$ cat config.mk
export PLATFORM = sky130hd
export DESIGN_NAME = dsp_equations_engine
export DESIGN_NICKNAME = d
export VERILOG_FILES = /design/src/rtl/dsp_equations_engine.sv
export SDC_FILE = /design/constraint.sdc
export NUM_CORES = 2
export LEC_CHECK = 0
export ABC_CLOCK_PERIOD_IN_PS = 15700
export CAP_MARGIN = 20
export CORE_MARGIN = 3
export CORE_UTILIZATION = 60
export DETAILED_ROUTE_END_ITERATION = 12
export HOLD_SLACK_MARGIN = 0.1
export PLACE_DENSITY_LB_ADDON = 0.25
export REMOVE_ABC_BUFFERS = 1
export SYNTH_ARGS = -nofsm -noshare
export SYNTH_HDL_FRONTEND = slang
export SYNTH_SLANG_ARGS = --single-unit
$ cat constraint.sdc
create_clock -name wb_clk -period 15.7 [get_ports wb_clk]
set_input_delay 1.57 -clock wb_clk [delete_from_list [all_inputs] [get_ports wb_clk]]
set_output_delay 1.57 -clock wb_clk [all_outputs]
set_load 0.1 [all_outputs]
$ cat src/rtl/dsp_equations_engine.sv
// dsp_equations_engine
// Streams samples from the file port and reduces them with one of SUM, MIN,
// MAX or SCALE, selected through the DSP register bank. SCALE results are also
// written back to a destination file. A sequencing FSM handles the
// read/execute/write steps. The engine also provides sample counting,
// saturation, an acknowledge timeout and an abort.
module dsp_equations_engine #(
    parameter int DW    = 32,
    parameter int ACC_W = 48,
    parameter int CNT_W = 16,
    parameter int FRAC  = 16,
    parameter int TMO   = 1024
) (
    input  logic          wb_clk,
    input  logic          wb_rst_n,
    input  logic [DW-1:0] dsp_input0_reg,
    input  logic [DW-1:0] dsp_input1_reg,
    input  logic [DW-1:0] dsp_input2_reg,
    input  logic [DW-1:0] dsp_input3_reg,
    output logic [DW-1:0] dsp_output0_reg,
    output logic [DW-1:0] dsp_output1_reg,
    output logic [DW-1:0] dsp_output2_reg,
    output logic [DW-1:0] dsp_output3_reg,
    output logic          start,
    output logic          interrupt,
    output logic          error,
    output logic [7:0]    file_num,
    output logic          file_read,
    output logic          file_write,
    output logic [31:0]   file_write_data,
    input  logic [31:0]   file_read_data,
    input  logic          file_active
);

    localparam int PW = 2 * DW;
    localparam int TW = $clog2(TMO + 1);

    localparam logic [2:0] OP_SUM   = 3'd0;
    localparam logic [2:0] OP_MIN   = 3'd1;
    localparam logic [2:0] OP_MAX   = 3'd2;
    localparam logic [2:0] OP_SCALE = 3'd3;

    localparam logic signed [DW-1:0]    DW_MAX  = {1'b0, {(DW-1){1'b1}}};
    localparam logic signed [DW-1:0]    DW_MIN  = {1'b1, {(DW-1){1'b0}}};
    localparam logic signed [ACC_W-1:0] ACC_MAX = {1'b0, {(ACC_W-1){1'b1}}};
    localparam logic signed [ACC_W-1:0] ACC_MIN = {1'b1, {(ACC_W-1){1'b0}}};

    typedef enum logic [2:0] {
        ST_IDLE = 3'd0,
        ST_RD   = 3'd1,
        ST_EXEC = 3'd2,
        ST_WR   = 3'd3,
        ST_NEXT = 3'd4,
        ST_DONE = 3'd5,
        ST_ERR  = 3'd6
    } state_t;

    state_t state_r, state_nx_s;

    logic                    ctrl0_r;
    logic [2:0]              op_r;
    logic                    irq_en_r;
    logic [CNT_W-1:0]        n_r;
    logic [CNT_W-1:0]        cnt_r;
    logic [7:0]              src_r;
    logic [7:0]              dst_r;
    logic signed [DW-1:0]    coef_r;
    logic signed [DW-1:0]    data_r;
    logic signed [DW-1:0]    y_r;
    logic signed [ACC_W-1:0] acc_r;
    logic [TW-1:0]           tmo_r;
    logic [DW-1:0]           out0_r;
    logic [DW-1:0]           out1_r;
    logic                    busy_r, done_r, ovf_r, tmo_flag_r, aborted_r;
    logic                    start_r, irq_r, error_r;
    logic                    file_read_r, file_write_r;
    logic [7:0]              file_num_r;
    logic [31:0]             file_write_data_r;

    logic                    idle_like_s, start_acc_s, abort_s, tmo_hit_s;
    logic [CNT_W-1:0]        n_in_s, cnt_inc_s;
    logic [7:0]              src_sel_s;
    logic signed [ACC_W:0]   sum_s;
    logic                    sum_ovf_s;
    logic signed [ACC_W-1:0] sum_sat_s, dext_s, res_s;
    logic signed [PW-1:0]    prod_s, sh_s;
    logic                    scale_ovf_s;
    logic signed [DW-1:0]    y_s;
    logic                    done_ent_s, err_ent_s;
    logic                    unused_s;

    assign unused_s = ^{dsp_input0_reg[DW-1:6], dsp_input1_reg[DW-1:16],
                        dsp_input2_reg[DW-1:CNT_W]};

    // Control decode: start edge, abort qualification and counters.
    assign idle_like_s = (state_r == ST_IDLE) || (state_r == ST_DONE) || (state_r == ST_ERR);
    assign start_acc_s = dsp_input0_reg[0] & ~ctrl0_r & idle_like_s;
    assign abort_s     = dsp_input0_reg[5] & ~idle_like_s;
    assign n_in_s      = dsp_input2_reg[CNT_W-1:0];
    assign cnt_inc_s   = cnt_r + CNT_W'(1);
    assign tmo_hit_s   = (tmo_r == TW'(TMO - 1));
    assign src_sel_s   = start_acc_s ? dsp_input1_reg[7:0] : src_r;

    // Arithmetic: saturating accumulate, sign-extended sample, scaled product.
    assign sum_s       = (ACC_W+1)'(acc_r) + (ACC_W+1)'(data_r);
    assign sum_ovf_s   = sum_s[ACC_W] ^ sum_s[ACC_W-1];
    assign sum_sat_s   = sum_ovf_s ? (sum_s[ACC_W] ? ACC_MIN : ACC_MAX) : sum_s[ACC_W-1:0];
    assign dext_s      = ACC_W'(data_r);
    assign prod_s      = PW'(data_r) * PW'(coef_r);
    assign sh_s        = prod_s >>> FRAC;
    assign scale_ovf_s = ~(&sh_s[PW-1:DW-1]) & (|sh_s[PW-1:DW-1]);
    assign y_s         = scale_ovf_s ? (sh_s[PW-1] ? DW_MIN : DW_MAX) : sh_s[DW-1:0];
    assign res_s       = (op_r == OP_SCALE) ? ACC_W'(y_r) : acc_r;

    assign done_ent_s  = (state_r == ST_NEXT) && (state_nx_s == ST_DONE);
    assign err_ent_s   = (state_nx_s == ST_ERR) && (state_r != ST_ERR);

    // State register.
    always_ff @(posedge wb_clk or negedge wb_rst_n) begin
        if (!wb_rst_n) begin
            state_r <= ST_IDLE;
        end else begin
            state_r <= state_nx_s;
        end
    end

    // Next-state logic; abort takes priority over any busy-state progress.
    always_comb begin
        state_nx_s = state_r;
        case (state_r)
            ST_IDLE, ST_DONE, ST_ERR: begin
                if (start_acc_s) begin
                    if (n_in_s == {CNT_W{1'b0}}) begin
                        state_nx_s = ST_DONE;
                    end else begin
                        state_nx_s = ST_RD;
                    end
                end else begin
                    state_nx_s = state_r;
                end
            end
            ST_RD: begin
                if (abort_s) begin
                    state_nx_s = ST_IDLE;
                end else if (file_active) begin
                    state_nx_s = ST_EXEC;
                end else if (tmo_hit_s) begin
                    state_nx_s = ST_ERR;
                end else begin
                    state_nx_s = ST_RD;
                end
            end
            ST_EXEC: begin
                if (abort_s) begin
                    state_nx_s = ST_IDLE;
                end else if (op_r == OP_SCALE) begin
                    state_nx_s = ST_WR;
                end else begin
                    state_nx_s = ST_NEXT;
                end
            end
            ST_WR: begin
                if (abort_s) begin
                    state_nx_s = ST_IDLE;
                end else if (file_active) begin
                    state_nx_s = ST_NEXT;
                end else if (tmo_hit_s) begin
                    state_nx_s = ST_ERR;
                end else begin
                    state_nx_s = ST_WR;
                end
            end
            ST_NEXT: begin
                if (abort_s) begin
                    state_nx_s = ST_IDLE;
                end else if (cnt_inc_s == n_r) begin
                    state_nx_s = ST_DONE;
                end else begin
                    state_nx_s = ST_RD;
                end
            end
            default: begin
                state_nx_s = ST_IDLE;
            end
        endcase
    end

    // Datapath, status and registered file-port/handshake outputs.
    always_ff @(posedge wb_clk or negedge wb_rst_n) begin
        if (!wb_rst_n) begin
            ctrl0_r           <= 1'b0;
            op_r              <= 3'd0;
            irq_en_r          <= 1'b0;
            n_r               <= {CNT_W{1'b0}};
            cnt_r             <= {CNT_W{1'b0}};
            src_r             <= 8'd0;
            dst_r             <= 8'd0;
            coef_r            <= {DW{1'b0}};
            data_r            <= {DW{1'b0}};
            y_r               <= {DW{1'b0}};
            acc_r             <= {ACC_W{1'b0}};
            tmo_r             <= {TW{1'b0}};
            out0_r            <= {DW{1'b0}};
            out1_r            <= {DW{1'b0}};
            busy_r            <= 1'b0;
            done_r            <= 1'b0;
            ovf_r             <= 1'b0;
            tmo_flag_r        <= 1'b0;
            aborted_r         <= 1'b0;
            start_r           <= 1'b0;
            irq_r             <= 1'b0;
            error_r           <= 1'b0;
            file_read_r       <= 1'b0;
            file_write_r      <= 1'b0;
            file_num_r        <= 8'd0;
            file_write_data_r <= 32'd0;
        end else begin
            ctrl0_r      <= dsp_input0_reg[0];
            start_r      <= start_acc_s;
            irq_r        <= 1'b0;
            file_read_r  <= (state_nx_s == ST_RD);
            file_write_r <= (state_nx_s == ST_WR);

            if (state_nx_s == ST_RD) begin
                file_num_r <= src_sel_s;
            end else if (state_nx_s == ST_WR) begin
                file_num_r <= dst_r;
            end else begin
                file_num_r <= 8'd0;
            end

            if ((state_r == ST_EXEC) && (state_nx_s == ST_WR)) begin
                file_write_data_r <= y_s[31:0];
            end else if (state_nx_s != ST_WR) begin
                file_write_data_r <= 32'd0;
            end

            // Timeout counter restarts whenever a new request phase begins.
            if (((state_nx_s == ST_RD) || (state_nx_s == ST_WR)) && (state_nx_s != state_r)) begin
                tmo_r <= {TW{1'b0}};
            end else if ((state_r == ST_RD) || (state_r == ST_WR)) begin
                tmo_r <= tmo_r + TW'(1);
            end else begin
                tmo_r <= {TW{1'b0}};
            end

            if (start_acc_s) begin
                op_r       <= dsp_input0_reg[3:1];
                irq_en_r   <= dsp_input0_reg[4];
                n_r        <= n_in_s;
                src_r      <= dsp_input1_reg[7:0];
                dst_r      <= dsp_input1_reg[15:8];
                coef_r     <= dsp_input3_reg;
                cnt_r      <= {CNT_W{1'b0}};
                ovf_r      <= 1'b0;
                tmo_flag_r <= 1'b0;
                aborted_r  <= 1'b0;
                error_r    <= 1'b0;
                case (dsp_input0_reg[3:1])
                    OP_MIN:  acc_r <= ACC_W'(DW_MAX);
                    OP_MAX:  acc_r <= ACC_W'(DW_MIN);
                    default: acc_r <= {ACC_W{1'b0}};
                endcase
                if (n_in_s == {CNT_W{1'b0}}) begin
                    busy_r <= 1'b0;
                    done_r <= 1'b1;
                    out0_r <= {DW{1'b0}};
                    out1_r <= {DW{1'b0}};
                    irq_r  <= dsp_input0_reg[4];
                end else begin
                    busy_r <= 1'b1;
                    done_r <= 1'b0;
                end
            end else begin
                case (state_r)
                    ST_RD: begin
                        if (!abort_s && file_active) begin
                            data_r <= DW'(signed'(file_read_data));
                        end
                    end
                    ST_EXEC: begin
                        if (!abort_s) begin
                            case (op_r)
                                OP_MIN: begin
                                    if (dext_s < acc_r) begin
                                        acc_r <= dext_s;
                                    end
                                end
                                OP_MAX: begin
                                    if (dext_s > acc_r) begin
                                        acc_r <= dext_s;
                                    end
                                end
                                OP_SCALE: begin
                                    y_r <= y_s;
                                    if (scale_ovf_s) begin
                                        ovf_r <= 1'b1;
                                    end
                                end
                                default: begin
                                    acc_r <= sum_sat_s;
                                    if (sum_ovf_s) begin
                                        ovf_r <= 1'b1;
                                    end
                                end
                            endcase
                        end
                    end
                    ST_NEXT: begin
                        if (!abort_s) begin
                            cnt_r <= cnt_inc_s;
                        end
                    end
                    default: begin
                    end
                endcase

                if (abort_s) begin
                    busy_r    <= 1'b0;
                    aborted_r <= 1'b1;
                end else if (done_ent_s) begin
                    busy_r <= 1'b0;
                    done_r <= 1'b1;
                    out0_r <= res_s[DW-1:0];
                    out1_r <= DW'(signed'(res_s[ACC_W-1:DW]));
                    irq_r  <= irq_en_r;
                end else if (err_ent_s) begin
                    busy_r     <= 1'b0;
                    tmo_flag_r <= 1'b1;
                    error_r    <= 1'b1;
                    irq_r      <= irq_en_r;
                end
            end
        end
    end

    assign dsp_output0_reg = out0_r;
    assign dsp_output1_reg = out1_r;
    assign dsp_output2_reg = {{(DW-5){1'b0}}, aborted_r, tmo_flag_r, ovf_r, done_r, busy_r};
    assign dsp_output3_reg = DW'(cnt_r);
    assign start           = start_r;
    assign interrupt       = irq_r;
    assign error           = error_r;
    assign file_num        = file_num_r;
    assign file_read       = file_read_r;
    assign file_write      = file_write_r;
    assign file_write_data = file_write_data_r;

endmodule

### Word-level counts from Yosys, hierarchy flattened

Index checks and enable logic that the tools add are counted.

| storage, ports and cells | value |
|---|---|
| register bits after elaboration | 324 |
| input port bits | 163 |
| output and inout port bits | 173 |
| word-level logic and storage cells | 170 |

| cells by class | value |
|---|---|
| $add $sub $neg | 3 |
| multipliers | 1 |
| magnitude comparators | 2 |
| equal/unequal tests | 28 |
| muxes and demuxes | 68 |
| bitwise gates (word level) | 10 |
| reductions and logical operators | 32 |

Operator list:

| kind | number |
|---|---|
| $mux 48 | 8 |
| $mux 32 | 11 |
| $pmux 48 s3 | 1 |
| $pmux 48 s2 | 1 |
| $mul 32x32->64 | 1 |
| $add 48x32->49 | 1 |
| $gt 32x48->1 | 1 |
| $lt 32x48->1 | 1 |
| $mux 16 | 3 |
| $mux 3 | 12 |
| $mux 1 | 25 |
| $mux 8 | 3 |
| $mux 11 | 2 |
| $eq 3x2->1 const B | 6 |
| $reduce_and 17->1 | 1 |
| $reduce_or 17->1 | 1 |
| $add 16x1->16 const B | 1 |
| $eq 16x16->1 | 1 |
| $logic_not 16->1 | 1 |
| $eq 3x3->1 const B | 5 |
| $pmux 3 s5 | 1 |
| $eq 3x1->1 const B | 4 |
| $ne 3x3->1 const B | 4 |
| $reduce_bool 2->1 | 6 |
| 22 further kinds | 43 |

### Logic depth before layout (Yosys ltp)

| depth | value |
|---|---|
| depth after elaboration | 13 |
| mapped depth | 33 |
| depth with buffers taken out | 29 |

### Least setup slack after synthesis

OpenSTA, ideal clock, no wires.

| path | value |
|---|---|
| kind | flip-flop to flip-flop |
| start point | register data_r[31] |
| end point | register file_write_data_r[3] (netlist: file_write_data[3]) |
| library setup time | 0.082 ns |
| arrival | 9.600 ns |
| required time | 15.618 ns |
| path slack | 6.018 ns |
| cell stages (with the launch flop) | 30 |
| buffers on the path | 2 |
| clock period less this slack | 9.682 ns |
| path through | dfrtp_1 clkbuf_1 nand2_1 inv_1 fa_1 fa_1 fa_1 inv_1 fa_1 inv_1 fa_1 fa_1 inv_1 fa_1 inv_1 fa_1 ha_1 and3_1 and2_1 a211oi_1 nor2_1 or3b_1 o41ai_1 xnor2_1 nand4_1 or4_4 o31ai_4 buf_6 nand2_2 o211ai_2 |

| between the ends | value |
|---|---|
| longest elaborated chain between the ends | 6 |
| elaborated cells on any way between the ends | 8 |
| those cells by class | mul (1); mux (3); bitwise (2); reduce/logical (2) |

RTL lines:

| item | RTL line | text |
|---|---|---|
| from (decl) | 68 | `logic signed [DW-1:0] data_r;` |
| from (signal assigned) | 199 | `data_r <= {DW{1'b0}};` |
| from (signal assigned) | 278 | `data_r <= DW'(signed'(file_read_data));` |
| $mul 32x32->64 * | 109 | `assign prod_s = PW'(data_r) * PW'(coef_r);` |
| $reduce_and 17->1 | 111 | `assign scale_ovf_s = ~(&sh_s[PW-1:DW-1]) & (\|sh_s[PW-1:DW-1]);` |
| $not 1->1 | 111 |  |
| $and 1x1->1 | 111 |  |
| $mux 32 * | 112 | `assign y_s = scale_ovf_s ? (sh_s[PW-1] ? DW_MIN : DW_MAX) : sh_s[DW-1:0];` |
| $mux 32 * | 232 | `if ((state_r == ST_EXEC) && (state_nx_s == ST_WR)) begin` |
| to (signal assigned) | 233 | `file_write_data_r <= y_s[31:0];` |
| to (decl) | 78 | `logic [31:0] file_write_data_r;` |

Every way passes the cells marked *; elsewhere a longest branch is shown, timed or not.
A chain may end at the register's enable or synchronous reset.

### Worst setup path after layout

| path | value |
|---|---|
| start point | register data_r[31] |
| end point | register file_write_data_r[19] (netlist: file_write_data[19]) |

The elaborated chain is that of the path after synthesis.

==> out/results.ini <==
[min_path]
hp-class=register to register
whs_path_depth=2
min_to=coef_r[3]
min-delay-start=coef_r[3]

[route]
drt_wl_total_um=154100
viasPerCell=5.859
first_pass_iters=7
drtIter0Drc=3543
wl_met2_um=73430
wl_per_cell_um=21.63
wl_met1_um=58680
wl_met3_um=15100
drc=0
dr.max_layer_used=met4
drt.antenna.violating_nets=0
vias=41747

[floorplanning]
die_y_um=306.5
start_util_pct=60.93
dieWidth_um=306.5
core_area_um2=88920
dieArea_um2=93940
io_pins=336
std_cell_rows=109

[setup_path]
crit_path_start_kind=register
r2r.worst_path.cells=31
worst_ep_required_time_ns=16.25
max_stage_delay_ns=0.72
worst-setup-path-type=register to register
crit_buf_inv=9
cp-startpoint=data_r[31]
slowest_stage=buf_4
r2r_end=file_write_data[19]
crit_family=adder cells
cp_max_fo=63
worst_setup_path_end_kind=register
r2r-start=data_r[31]
crit_arrival_ns=11.73
crit_top_cell=fa_1
r2r_slack_ns=4.51

[logic_synthesis]
netlist_area_um2=54180
synth_cell_type_count=87
synthCells=5921
yosys_warnings=0
ys_seq_elements=308
synthArstFlopShare_pct=100.0
synth_flop_cell=dfrtp_1
synth_edf_count=0
postSynthAreaPerCell_um2=9.150
seq_area_frac_synth_pct=14.23

[cts]
cts_setup_buffers=0
clockBufferDepth=3
tritoncts=yes
cts_resized=0
cts.sinks=308
cts.clk_slew.worst_paths_ns=0.07
cts_inserted_buffers=31
postCtsHoldBufs=0
root_buffer=clkbuf_16
cts-htree-levels=1
clk_latency_ns=0.63

[timing]
hold_viol=0
setup_tns_ns=0
fin_crit_sh_pct=71.25
finalSetupViolations=0
slew_viol_final=0
fin_ws_ns=4.514
tightest_slew_ns=1.109
period_minus_slack_ns=11.19
timing.fmax_mhz=89.40
max_slew_margin_pct=25.75
fin_worst_skew_ns=0.02876
rsz0062_at_grt=no

[layout]
drive_gt1_share_pct=5.034
syn_to_final_growth_pct=7.348
layoutNonFillerInstCount=7125
nets=7458
fillers=7265
top_register=acc_r
design_area_um2=58160
layout_commonest_cell=fa_1
multi_input_area_um2=41020
layout.cells.most_common_list=1,082 x fa_1, 1,033 x inv_1, 901 x nand2_1, 511 x and2_1, 304 x dfrtp_1
largest_reg_flops=48
regArea_um2=7712

[grt]
grt_max_degree=99
track_usage_pct=33.64
grt_overflow_total=0
antenna_found_initial=3
grt_pass1_vias=44413
grt_pass1_wl_um=246700

[place]
hpwlAfterDp_um=117400
placed_area_um2=57110
place_congestion=0.9606
placedCellCount=7064
portBuffers=234
pre_cts_ws_ns=4.448

[flow_run]
max_cap_violations=0

[status]
outcome=complete, no violations

[final cells by class]
cell class | instances | area share (%)
multi-input cells | 4231 | 70.53
inverters | 1035 | 6.684
clock buffers | 41 | 1.484
diodes | 1 | 0.004303
clock inverters | 16 | 0.2495
repair buffers | 328 | 5.286
well taps | 1165 | 2.506
flip-flops and latches | 308 | 13.26
[cell families after synthesis]
family	after synthesis	synth area share (%)
simple gates	1958	17.13
buf+inv	1424	10.42
fa+ha+maj	1366	46.51
compound gates	685	8.646
flops	308	14.23
xor+xnor	141	2.279
mux	38	0.7783
other cells	1	0.006921
[cell usage after synthesis (7+ instances only)]
cell type	count	share of area, %
and3_1	17	0.20
buf_1	22	0.15
or3_1	8	0.092
a21oi_1	207	1.9
ha_1	278	6.4
a31oi_1	22	0.25
o31ai_1	60	0.83
nand2_1	903	6.3
a21o_1	29	0.40
o22a_1	16	0.26
o21a_1	18	0.25
buf_4	69	0.96
xor2_1	53	0.86
a211oi_1	27	0.37
inv_1	1034	7.2
and4_1	7	0.11
o221a_2	12	0.25
nand2b_1	22	0.25
buf_2	14	0.13
nand2_2	30	0.35
xnor2_1	88	1.4
a211o_1	8	0.13
o211ai_2	30	0.69
o21bai_1	19	0.26
mux2_2	33	0.69
nor2b_1	20	0.23
and2_1	512	5.9
nand3_1	53	0.49
a21oi_2	17	0.27
nor2_1	261	1.8
nor4_1	18	0.21
clkbuf_1	280	1.9
dfrtp_1	308	14
fa_1	1082	40
nand4_1	37	0.43
a22o_1	9	0.15
o21ai_0	114	1.1
nor3_1	44	0.41
o211ai_1	27	0.37
[worst min-delay path, cell delays in order, from the launching register on]
cell and delay [ns]:
dfrtp_1 0.34, nand2_1 0.05, nand2_1 0.05
[how the worst max path moves through the flow]
stage / to / slack [ns] / cells past startpoint
3_3_place_gp: file_write_data[19] / 4.73 / 25
3_5_place_dp: file_write_data[0] / 4.45 / 29
6_report: file_write_data[19] / 4.51 / 31
4_1_cts: file_write_data[25] / 4.38 / 29
2_1_floorplan: dsp_output1_reg[15] / 3.71 / 0
5_1_grt: file_write_data[19] / 3.91 / 31
[per-layer routing]
| layer | vias to the layer above | GRT usage (%) |
|---|---|---|
| met5 | - | 0 |
| met4 | 0 | 11.95 |
| met3 | 440 | 7.686 |
| met2 | 1933 | 55.74 |
| met1 | 21349 | 43.89 |
| li1 | 18025 | - |
[through the flow]
stage               utilization [%]  hold slack, ns
global route                  65.41          0.4909
floorplan                         -          0.4393
CTS                           65.36          0.4765
finish                        65.41          0.4753
global placement              64.22          0.4531
detailed placement            64.22          0.4596
Power is left out: the tool's default activity adds up to more than one toggle a clock period on the data nets, which glitch-free logic cannot reach.
